===== src/rtl/lsu_bus_clken_gen_pkg.sv =====
`default_nettype none
// ============================================================================
// lsu_bus_clken_gen_pkg : shared types for the LSU bus clock-enable generator
// Rev 1.0 - initial release
// ============================================================================
package lsu_bus_clken_gen_pkg;

    localparam int unsigned RATIO_W = 4;

    typedef enum logic [1:0] {
        BCK_RUN    = 2'd0,
        BCK_DRAIN  = 2'd1,
        BCK_SWITCH = 2'd2
    } bus_clken_state_t;

endpackage
`default_nettype wire


===== src/rtl/lsu_bus_clken_gen.sv =====
`default_nettype none
// ============================================================================
// lsu_bus_clken_gen : one-cycle bus clock enable every (ratio_cur+1) core clocks
// with quiesce/drain ratio switching. Optional: RV_BUS_CLKEN_PREDICT_EN.
// Rev 1.0 - initial release
// ============================================================================
module lsu_bus_clken_gen
    import lsu_bus_clken_gen_pkg::*;
#(
    parameter logic [RATIO_W-1:0] RESET_RATIO = 4'h0
) (
    input  logic               clk,
    input  logic               rst_l,
    input  logic               ratio_req_vld,
    input  logic [RATIO_W-1:0] ratio_req,
    input  logic               lsu_bus_buffer_empty_any,
    input  logic               lsu_stbuf_empty_any,
    output logic               lsu_bus_clk_en,
    output logic               lsu_bus_clk_en_nxt,
    output logic               lsu_bus_quiesce,
    output logic               ratio_req_ack,
    output logic [RATIO_W-1:0] ratio_cur
);

    bus_clken_state_t   state_q, state_d;
    logic [RATIO_W-1:0] cnt_q, cnt_d;
    logic [RATIO_W-1:0] ratio_cur_q, ratio_cur_d;
    logic [RATIO_W-1:0] ratio_pend_q, ratio_pend_d;
    logic               ack_q, ack_d;
    logic               boundary;

    assign boundary = (cnt_q == '0);

    always_comb begin
        state_d      = state_q;
        cnt_d        = boundary ? ratio_cur_q : (cnt_q - 4'd1);
        ratio_cur_d  = ratio_cur_q;
        ratio_pend_d = ratio_pend_q;
        ack_d        = 1'b0;

        case (state_q)
            BCK_RUN: begin
                if (ratio_req_vld) begin
                    if (ratio_req != ratio_cur_q) begin
                        ratio_pend_d = ratio_req;
                        state_d      = BCK_DRAIN;
                    end else if (!ack_q) begin
                        // a request still held high in its ack cycle must not ack twice
                        ack_d = 1'b1;
                    end
                end
            end
            BCK_DRAIN: begin
                if (lsu_bus_buffer_empty_any && lsu_stbuf_empty_any && boundary) begin
                    state_d = BCK_SWITCH;
                    cnt_d   = '0;
                end
            end
            BCK_SWITCH: begin
                ratio_cur_d = ratio_pend_q;
                cnt_d       = ratio_pend_q;
                state_d     = BCK_RUN;
            end
            default: begin
                state_d = BCK_RUN;
            end
        endcase
    end

    always_ff @(posedge clk or negedge rst_l) begin
        if (!rst_l) begin
            state_q      <= BCK_RUN;
            cnt_q        <= '0;
            ratio_cur_q  <= RESET_RATIO;
            ratio_pend_q <= '0;
            ack_q        <= 1'b0;
        end else begin
            state_q      <= state_d;
            cnt_q        <= cnt_d;
            ratio_cur_q  <= ratio_cur_d;
            ratio_pend_q <= ratio_pend_d;
            ack_q        <= ack_d;
        end
    end

    assign lsu_bus_clk_en  = boundary;
    assign lsu_bus_quiesce = (state_q != BCK_RUN);
    assign ratio_req_ack   = ack_q | (state_q == BCK_SWITCH);
    assign ratio_cur       = ratio_cur_q;

`ifdef RV_BUS_CLKEN_PREDICT_EN
    // next counter value already folds in the drain-exit clear and the switch reload
    assign lsu_bus_clk_en_nxt = (cnt_d == '0);
`else
    assign lsu_bus_clk_en_nxt = 1'b0;
`endif

endmodule
`default_nettype wire


===== config.mk =====
export PLATFORM = sky130hd
export DESIGN_NAME = lsu_bus_clken_gen
export DESIGN_NICKNAME = d
export VERILOG_FILES = /design/src/rtl/lsu_bus_clken_gen_pkg.sv /design/src/rtl/lsu_bus_clken_gen.sv
export SDC_FILE = /design/constraint.sdc
export NUM_CORES = 1
export LEC_CHECK = 0
export ABC_AREA = 1
export BUFFER_PORTS_ARGS = -buffer_cell sky130_fd_sc_hd__buf_2
export CAP_MARGIN = 10
export CORE_AREA = 2 2 43 45
export CTS_BUF_LIST = sky130_fd_sc_hd__clkbuf_4
export CTS_CLUSTER_DIAMETER = 200
export DETAILED_ROUTE_END_ITERATION = 10
export DIE_AREA = 0 0 45 47
export PLACE_DENSITY = 0.77
export RECOVER_POWER = 25
export SLEW_MARGIN = 15
export SYNTH_ARGS = -nofsm -noshare
export SYNTH_HDL_FRONTEND = slang
export SYNTH_SLANG_ARGS = --single-unit

===== constraint.sdc =====
create_clock -name clk -period 3.5 [get_ports clk]
set_input_delay 0.525 -clock clk [delete_from_list [all_inputs] [get_ports clk]]
set_output_delay 0.525 -clock clk [all_outputs]
set_load 0.05 [all_outputs]

==> After elaboration in Yosys (flattened, before gate mapping) <==
Index checks and enable logic that the tools add are counted.
{ "totals": {"register_bits": 15, "rom_bits": 0, "latch_bits": 0, "word_cells": 31, "ramBits": 0, "in_bits": 9, "out_inout_bits": 8, "memories": 0} }
{ "classes": {"bitwise_logic": 1, "n_div": 0, "n_eq_ne": 6, "add_sub_neg": 1, "order_cmp": 0, "n_mul": 0, "n_shift": 0, "mux": 11, "reduce_logical": 7} }
{ "ops": {"columns": ["operator", "count"], "rows": [
  ["2-to-1 mux 4 bit", 2],
  ["one-hot mux 4 bit (2 select lines)", 1],
  ["2-to-1 mux 2 bit", 3],
  ["inequality test 2 bit, second input constant", 3],
  ["AND reduction 3 bit", 2],
  ["zero test 4 bit", 1],
  ["2-to-1 mux 1 bit", 4],
  ["inequality test 4 bit", 1],
  ["one-hot mux 2 bit (2 select lines)", 1],
  ["subtractor 4 x 1 -> 4 bit, second input constant", 1],
  ["equality test 2 x 1 -> 1 bit, second input constant", 1],
  ["equality test 2 bit, second input constant", 1],
  ["logical AND 1 bit", 2],
  ["zero test 2 bit", 1],
  ["nonzero test 2 bit", 1],
  ["OR 1 bit", 1]
]} }

==> Longest topological paths before layout <==
Gate-level depths: netlist of the first run.
{ "logic_depth": {"depth_word": 4, "depth_mapped": 9, "mapped_depth_nobuf": 9} }

==> Worst setup path before layout of the first run <==
No wires, ideal clock.
{ "synth_path": {"kind": "reg-to-output", "start": "reg state_q[0]", "end": "out ratio_req_ack", "stages_incl_launch_ff": 5, "path_slack_ns": 1.794, "required_ns": 2.975, "t_arrival_ns": 1.181, "n_path_buf": 1, "path_cell_list": "dfrtp_1 inv_1 ha_1 clkbuf_1 or2_2"} }
{ "synth_via": {"elab_chain_len": 2} }
{ "synth_lines": {"columns": ["item", "line", "text"], "rows": [
  ["from (decl)", "lsu_bus_clken_gen.sv:25", "bus_clken_state_t state_q, state_d;"],
  ["from (signal assigned)", "lsu_bus_clken_gen.sv:78", "state_q <= state_d;"],
  ["equality test 2 bit", "lsu_bus_clken_gen.sv:88", "assign ratio_req_ack = ack_q | (state_q == BCK_SWITCH);"],
  ["OR 1 bit", "lsu_bus_clken_gen.sv:88", null],
  ["to (decl)", "lsu_bus_clken_gen.sv:21", "output logic ratio_req_ack,"]
]} }
Every way passes these cells.

==> Worst setup path after layout of the first run <==
Ends and elaborated chain as after synthesis.

==> impl_metrics.tcl, run 1 <==
set metrics [dict create \
    period_share_pct 59.8 \
    drtAntennaViolNets 0 \
    cts-root-buf "clkbuf_4" \
    die_h_um 47 \
    drtPass1Iterations 4 \
    syn_to_final_growth_pct 13.0 \
    crit_arrival_ns 1.57 \
    dp_hpwl_mm 1.27 \
    max-vdd-ir-drop_v 0.000552 \
    grt_pass1_vias 679 \
    placement.io_buffers 15 \
    fin_crit_ns 2.09 \
    nNetsFinal 137 \
    ys_dominant_reg_cell "dfrtp_1" \
    cts_buffer_depth 2 \
    avgSynthCellArea_um2 8.24 \
    fin_skew_ns 0.000894 \
    synth_fa_ha_area_share_pct 5.73 \
    status "complete, no violations" \
    min_path_type "input pin to asynchronous set/reset pin" \
    drv_cap 0 \
    yosysTopAreaCell "dfrtp_1" \
    core-area_mm2 0.00165 \
    vias_per_cell 4.97 \
    synth.yosys.seq_area_share_pct 43.0 \
    wl_per_cell_um 11.3 \
    path_clk_slew_ns 0.09 \
    n_antenna_cell 0 \
    gp_congestion 0.779 \
    fmax_mhz 478 \
    cts_tree "built" \
    hold_viol_final 0 \
    worst_ep_required_time_ns 2.97 \
    async_flop_share_pct 100 \
    post-synth-top-count-cell "nand2_1" \
    grt_usage_pct 19.5 \
    dieWidth_um 45 \
    p_per_area_mw_per_mm2 1000 \
    synth_top_family_by_area "simple AND/OR/NAND/NOR gates" \
    postCtsResizedCells 0 \
    wirelength_mm 1.58 \
    netlist_area_um2 873 \
    cts.sink_count 15 \
    fin_cells 140 \
    synth-edff-count 0 \
    path_max_fanout 10 \
    row_count 15 \
    antenna_found_initial 0 \
    ys_warn_count 0 \
    cts_setup_buffers 0 \
    dieArea_mm2 0.00212 \
    htree_levels 1 \
    drtIter0Drc 6 \
    setup_viol 0 \
    ys_seq_elements 15 \
    crit_path_end_kind "primary output" \
    ys_top_cells_by_count "nand2_1 (32), dfrtp_1 (15), inv_1 (15), o21ai_0 (9)" \
    yosys.cell_types.count 25 \
    dr_total_vias 696 \
    synth_compound_area_share_pct 9.89 \
    dp.cells 136 \
    register_area_um2 375 \
    synth_nets 119 \
    grt_max_degree 16 \
    path_class "register to primary output" \
    slew_headroom_pct 47.4 \
    yosysTopAreaCellShare_pct 43.0 \
    drive_above_1_share_pct 25.2 \
    drc 0 \
    holdWs_ns 0.286 \
    cts_hold_buffers 0 \
    worstSetupStartpointType "register" \
    setup_tns_ns 0 \
    grt_pass1_wl_mm 2.88 \
    synthMuxAreaShare_pct 0 \
    syn_inst 106 \
    synthTopCellsByArea "dfrtp_1 (43%), nand2_1 (14%), inv_1 (6.4%), ha_1 (5.7%), o21ai_0 (5.2%)" \
    leakagePower_uw 0.000532 \
    n_fill_cell 150 \
    slew_violations 0 \
    synthSimpleGateAreaFrac_pct 32.8 \
    multiInputGateArea_um2 427 \
    clkLatencyLatePin_ns 0.29 \
    initial_utilization_pct 52.9 \
    rsz0062_at_grt "false" \
    ios 17 \
    cts_made_buffers 3 \
    tightest_slew_ns 0.789 \
    yosys.area_share.xor_xnor_pct 0 \
    overflow 0 \
]
## critical path, stage by stage (launching register included)
cell and delay, ns:
dfrtp_1 0.37, inv_1 0.07, ha_1 0.30, or2_2 0.33, buf_2 0.21
## power breakdown
part           total, uW  internal [uW]  switching [uW]  leakage (uW)
registers            306            248            58.5      0.000191
logic                572            180             392      0.000323
clock network        109           52.1            56.6     0.0000184
## cells in the final DEF, fill, tap and decap left out, types with 2 or more instances in the layout
cell      instances
inv_1            15
o21ai_1           4
nor2_1            2
buf_2            14
nand3_2           3
ha_1              4
nand2_4           3
o21ai_0           9
clkbuf_4          4
nand4_1           2
nand3_1           2
nand2_1          32
nor3_1            2
dfrtp_1          15
## state kept, by name (all words and copies together), names as in the netlist
| signal | flops |
|---|---|
| ack_q | 1 |
| ratio_pend_q | 4 |
| ratio_cur | 4 |
| state_q | 2 |
| cnt_q | 4 |
## stage by stage
stage | power (uW) | util (%) | setup slack [ns] | cell area, um2
2_1_floorplan | 771 | - | 1.79 | 873
3_3_place_gp | 871 | 58.0 | 1.76 | 958
3_5_place_dp | 888 | 58.0 | 1.73 | 958
4_1_cts | 999 | 59.8 | 1.40 | 988
5_1_grt | 1080 | 59.8 | 1.33 | 987
6_report | 987 | 59.8 | 1.41 | 987
## worst paths after layout
kind	cells after the start	start	slack, ns	to
min in group clk	1	ack_q	0.44	ack_q
worst max-delay path	4	state_q[0]	1.41	ratio_req_ack
worst max register to register	9	cnt_q[0]	2.14	state_q[0]
max in group asynchronous	1	rst_l	2.73	cnt_q[1]
worst min register to register	1	ack_q	0.44	ack_q
worst min-delay path	1	rst_l	0.29	ratio_cur[3]
## cell families (layout without fill, tap and decap cells)
family | Yosys count | in the layout
AND/OR/NAND/NOR | 52 | 52
buffers and inverters | 18 | 35
AO/OA/AOI/OAI | 16 | 16
flip-flops | 15 | 15
adder cells (fa/ha/maj) | 4 | 4
other | 1 | 1
## layout make-up
type                    count  area share (%)
well taps                  17            2.15
multi-input cells          73            43.2
repair buffers             15            7.48
clock buffers               4            3.04
inverters                  16            6.08
flip-flops and latches     15            38.0
## routing by layer
metal  vias to the layer above  GRT usage [%]  wire, um
li1                        368              -         -
met1                       311           25.9       740
met2                        12           29.7       743
met3                         5           3.46        47
met4                         0           12.4        48
met5                         -              0         0
Note: power is estimated with default switching activity, not from simulation.
==> run 2: changes to the inputs <==
clock period = 1.99 ns   (was 3.5 ns; I/O delays follow)
==> run 2 against run 1 <==
Non-clock buffer count up 1. Core utilization up 0.61 points. Hold slack worse by 0.0037 ns. First-iteration DRC count unchanged. Combinational power up 77%. Clock skew about the same.
==> impl_metrics.tcl, run 2 (synthesis gave the netlist of run 1 again) <==
set metrics [dict create \
    min_path_type "input pin to register" \
    grt_max_degree 16 \
    n_fill_cell 150 \
    crit_path_end_kind "primary output" \
    drtPass1Iterations 4 \
    stdcell_area_um2 997 \
    worst_slack_ns 0.123 \
    pwr-share-comb_pct 58.0 \
    htree_levels 1 \
    dieArea_mm2 0.00212 \
    seq_power_share_pct 31.0 \
    path_max_fanout 10 \
    slew_violations 0 \
    p_per_area_mw_per_mm2 1740 \
    setup_tns_ns 0 \
    slew_headroom_pct 47.0 \
    fmax_mhz 536 \
    max-vdd-ir-drop_v 0.000975 \
    tightest_slew_ns 0.795 \
    drtAntennaViolNets 0 \
    postCtsResizedCells 0 \
    placement.io_buffers 15 \
    dpl_worst_slack_ns 0.442 \
    worst_ep_required_time_ns 1.69 \
    crit_chain "inv_1 -> ha_1 -> or2_2 -> buf_2" \
    dp.cells 136 \
    wl_per_cell_um 11.2 \
    cts_made_buffers 3 \
    cts_tree "built" \
    fin_cells 141 \
    die_h_um 47 \
    grt_usage_pct 19.5 \
    antenna_found_initial 0 \
    p_sw_share_pct 51.3 \
    p_int_uw 846 \
    final_cell_mix "nand2_1 (32), inv_1 (15), dfrtp_1 (15)" \
    rsz0062_at_grt "false" \
    cts_hold_buffers 1 \
    grt_pass1_wl_mm 2.88 \
    worstSetupStartpointType "register" \
    n_antenna_cell 0 \
    cts-root-buf "clkbuf_4" \
    core-area_mm2 0.00165 \
    setup_viol 0 \
    period_share_pct 93.8 \
    overflow 0 \
    drive_above_1_share_pct 25.0 \
    dr_total_vias 698 \
    ios 17 \
    row_count 15 \
    nNetsFinal 138 \
    status "complete, no violations" \
    hold_depth 3 \
    leakagePower_uw 0.000536 \
    vias_per_cell 4.95 \
    fin_skew_ns 0.000896 \
    grt_pass1_vias 679 \
    path_clk_slew_ns 0.09 \
    reg2reg_depth 9 \
    layout_commonest_cell "nand2_1" \
    cts_buffer_depth 2 \
    initial_utilization_pct 52.9 \
    drc 0 \
    wirelength_mm 1.59 \
    placed_area_um2 958 \
    clock_power_share_pct 11.0 \
    crit_arrival_ns 1.57 \
    hold_viol_final 0 \
    dieWidth_um 45 \
    drtIter0Drc 6 \
    gp_congestion 0.779 \
    dp_hpwl_mm 1.27 \
    path_class "register to primary output" \
    cts.sink_count 15 \
    fin_crit_ns 1.87 \
    drv_cap 0 \
    reg2reg_slack_ns 0.63 \
    crit_path_top_delay_cell "dfrtp_1" \
    clkLatencyLatePin_ns 0.29 \
    syn_to_final_growth_pct 14.2 \
    switching_power_uw 892 \
    cp_slowest_stage_delay_ns 0.37 \
    cts_setup_buffers 0 \
]
-- run 2: cell types whose count changed in the layout (fill, tap and decap cells not counted), sizes merged --
cell	before	now
dlygate4sd3	0	1
-- run 2: worst paths after layout --
kind / startpoint / endpoint
worst max-delay path: state_q[0] / ratio_req_ack
worst min-delay path: ratio_req_vld / ack_q
worst max register to register: cnt_q[0] / state_q[0]
worst min register to register: ack_q / ack_q
max in group asynchronous: rst_l / cnt_q[1]
min in group asynchronous: rst_l / ratio_cur[3]
-- run 2: power groups by stage --
| stage | Combinational [uW] | Clock (uW) | Sequential, uW |
|---|---|---|---|
| after floorplan | 721 | 0 | 636 |
| after detailed placement | 1020 | 0 | 546 |
| after CTS | 1020 | 197 | 538 |
| after global placement | 996 | 0 | 537 |
| final | 1010 | 191 | 539 |
| after global routing | 1130 | 203 | 559 |
-- run 2: final cells by class --
cell class	count	area (um2)	area share, %
clock buffers	4	30.0	3.01
inverters	16	60.1	6.02
multi-input cells	73	427	42.8
flip-flops and latches	15	375	37.6
well taps	17	21.3	2.13
repair buffers	16	83.8	8.41
-- run 2: stage by stage --
stage | utilization [%] | total power (uW) | hold WS [ns]
CTS | 60.5 | 1760 | 0.273
floorplan | - | 1360 | 0.00291
global placement | 58.0 | 1530 | 0.214
finish | 60.4 | 1740 | 0.282
detailed placement | 58.0 | 1560 | 0.221
global route | 60.4 | 1900 | 0.293
-- run 2: critical path: cells and delay by family, from the launching register on --
kind                     cells  cell delay, ns
flip-flops                   1            0.37
adder cells (fa/ha/maj)      1            0.30
AND/OR/NAND/NOR              1            0.33
buffers and inverters        2            0.28
-- run 2: routing by layer --
metal / routed length, um / track usage (%)
met3: 47 / 3.46
met5: 0 / 0
met1: 745 / 25.9
met4: 48 / 12.4
met2: 743 / 29.7
==> run 3: changes to the inputs <==
CELL_PAD_IN_SITES_DETAIL_PLACEMENT = 1   (was unset)
CELL_PAD_IN_SITES_GLOBAL_PLACEMENT = 2   (was unset)
CORE_AREA = 2 2 56 58   (was 2 2 43 45)
DIE_AREA = 0 0 58 60   (was 0 0 45 47)
PLACE_DENSITY = unset   (was 0.77)
PLACE_DENSITY_LB_ADDON = 0.1   (was unset)
==> run 3 against run 2 <==
Cell count grew 11%. Combinational power barely moved. Worst setup slack worse by 0.020 ns. Register-to-register slack worse by 0.04 ns. Core utilization decreased by 25 points. Critical path type unchanged.
==> impl_metrics.tcl, run 3 (synthesis gave the netlist of run 1 again) <==
set metrics [dict create \
    htree_levels 1 \
    leakagePower_uw 0.000536 \
    crit_chain "inv_1 -> ha_1 -> or2_2 -> buf_2" \
    dr_total_vias 726 \
    drc 0 \
    cts_tree "built" \
    min_path_type "input pin to register" \
    drv_cap 0 \
    overflow 0 \
    cp_top_family "flip-flops" \
    core-area_mm2 0.00290 \
    row_count 20 \
    path_max_fanout 10 \
    grt_usage_pct 13.0 \
    drtIter0Drc 14 \
    rsz0062_at_grt "false" \
    grt_pass1_wl_mm 3.41 \
    antenna_found_initial 0 \
    p_per_area_mw_per_mm2 1730 \
    met1_usage_pct 16.6 \
    clkLatencyLatePin_ns 0.27 \
    crit_path_top_delay_cell "dfrtp_1" \
    setup_tns_ns 0 \
    crit_arrival_ns 1.59 \
    use_met2_pct 22.1 \
    n_antenna_cell 0 \
    dieArea_mm2 0.00348 \
    vias_per_cell 4.62 \
    drtAntennaViolNets 0 \
    fin_skew_ns 0.00340 \
    cts-root-buf "clkbuf_4" \
    wirelength_mm 1.95 \
    worstSetupStartpointType "register" \
    grt_util_met3_pct 2.16 \
    wl_per_cell_um 12.4 \
    cp_slowest_stage_delay_ns 0.38 \
    layout_commonest_cell "nand2_1" \
    path_clk_slew_ns 0.09 \
    cts_made_buffers 3 \
    dp_hpwl_mm 1.61 \
    nNetsFinal 138 \
    ios 17 \
    cts_setup_buffers 0 \
    status "complete, no violations" \
    initial_utilization_pct 30.1 \
    grt_pass1_vias 770 \
    fmax_mhz 530 \
    syn_to_final_growth_pct 16.5 \
    period_share_pct 94.8 \
    grt_max_degree 16 \
    crit_path_end_kind "primary output" \
    fin_cells 157 \
    cts_hold_buffers 1 \
    slew_violations 0 \
    fin_crit_ns 1.89 \
    placement.io_buffers 15 \
    hold_viol_final 0 \
    dp.cells 152 \
    postCtsResizedCells 0 \
    cts_buffer_depth 2 \
    worst_ep_required_time_ns 1.69 \
    slew_headroom_pct 44.2 \
    dieWidth_um 58 \
    gp_congestion 0.716 \
    setup_viol 0 \
    path_class "register to primary output" \
    path_buf_inv 2 \
    final_cell_mix "nand2_1 (32), inv_1 (15), dfrtp_1 (15)" \
    die_h_um 60 \
    drive_above_1_share_pct 25.0 \
    drtPass1Iterations 3 \
    max-vdd-ir-drop_v 0.000842 \
    tightest_slew_ns 0.837 \
    grt-busiest-layer "met2" \
    cts.sink_count 15 \
]
-- run 3: cell counts in the layout (fill, tap and decap cells not counted) --
No cell type changed its count.
-- run 3: metrics by stage --
stage               hold WS (ns)  power (uW)  util, %  setup WS, ns  instance area (um2)
finish                     0.292        1760     35.0         0.103                 1020
global route               0.290        1930     35.0        0.0220                 1020
CTS                        0.289        1790     35.1        0.0853                 1020
detailed placement         0.226        1600     33.7         0.400                  978
global placement           0.235        1580     33.7         0.443                  978
floorplan                0.00291        1360        -         0.491                  873
-- run 3: worst paths after layout --
| kind | from | to | slack (ns) | depth (start not counted) |
|---|---|---|---|---|
| max in group asynchronous | rst_l | cnt_q[0] | 0.84 | 2 |
| min in group asynchronous | rst_l | state_q[1] | 0.63 | 2 |
| max reg2reg | cnt_q[0] | state_q[1] | 0.59 | 9 |
| max | state_q[0] | ratio_req_ack | 0.10 | 4 |
| min | ratio_req_vld | ack_q | 0.29 | 3 |
| min reg2reg | ack_q | ack_q | 0.43 | 1 |
-- run 3: final cells by class --
cell class                      instances  area, um2
Fill cell                             355       1890
Inverter                               16       60.1
Sequential cell                        15        375
Clock buffer                            4       30.0
Tap cell                               33       41.3
Multi-Input combinational cell         73        427
Timing Repair Buffer                   16       83.8
-- run 3: metal layers --
layer,vias to the layer above,wire length [um]
met3,2,46
li1,367,-
met5,-,0
met1,351,927
met2,6,963
met4,0,16
-- run 3: where the power goes --
part	internal, uW	leakage [uW]	switching (uW)	total, uW
Sequential	436	0.000191	103	539
Combinational	319	0.000327	719	1040
Clock	91.2	0.0000184	93.1	184
-- run 3: tightest hold or removal path, stage by stage --
cell and delay [ns]:
buf_2 0.13, nand2_1 0.06, nor3_1 0.04
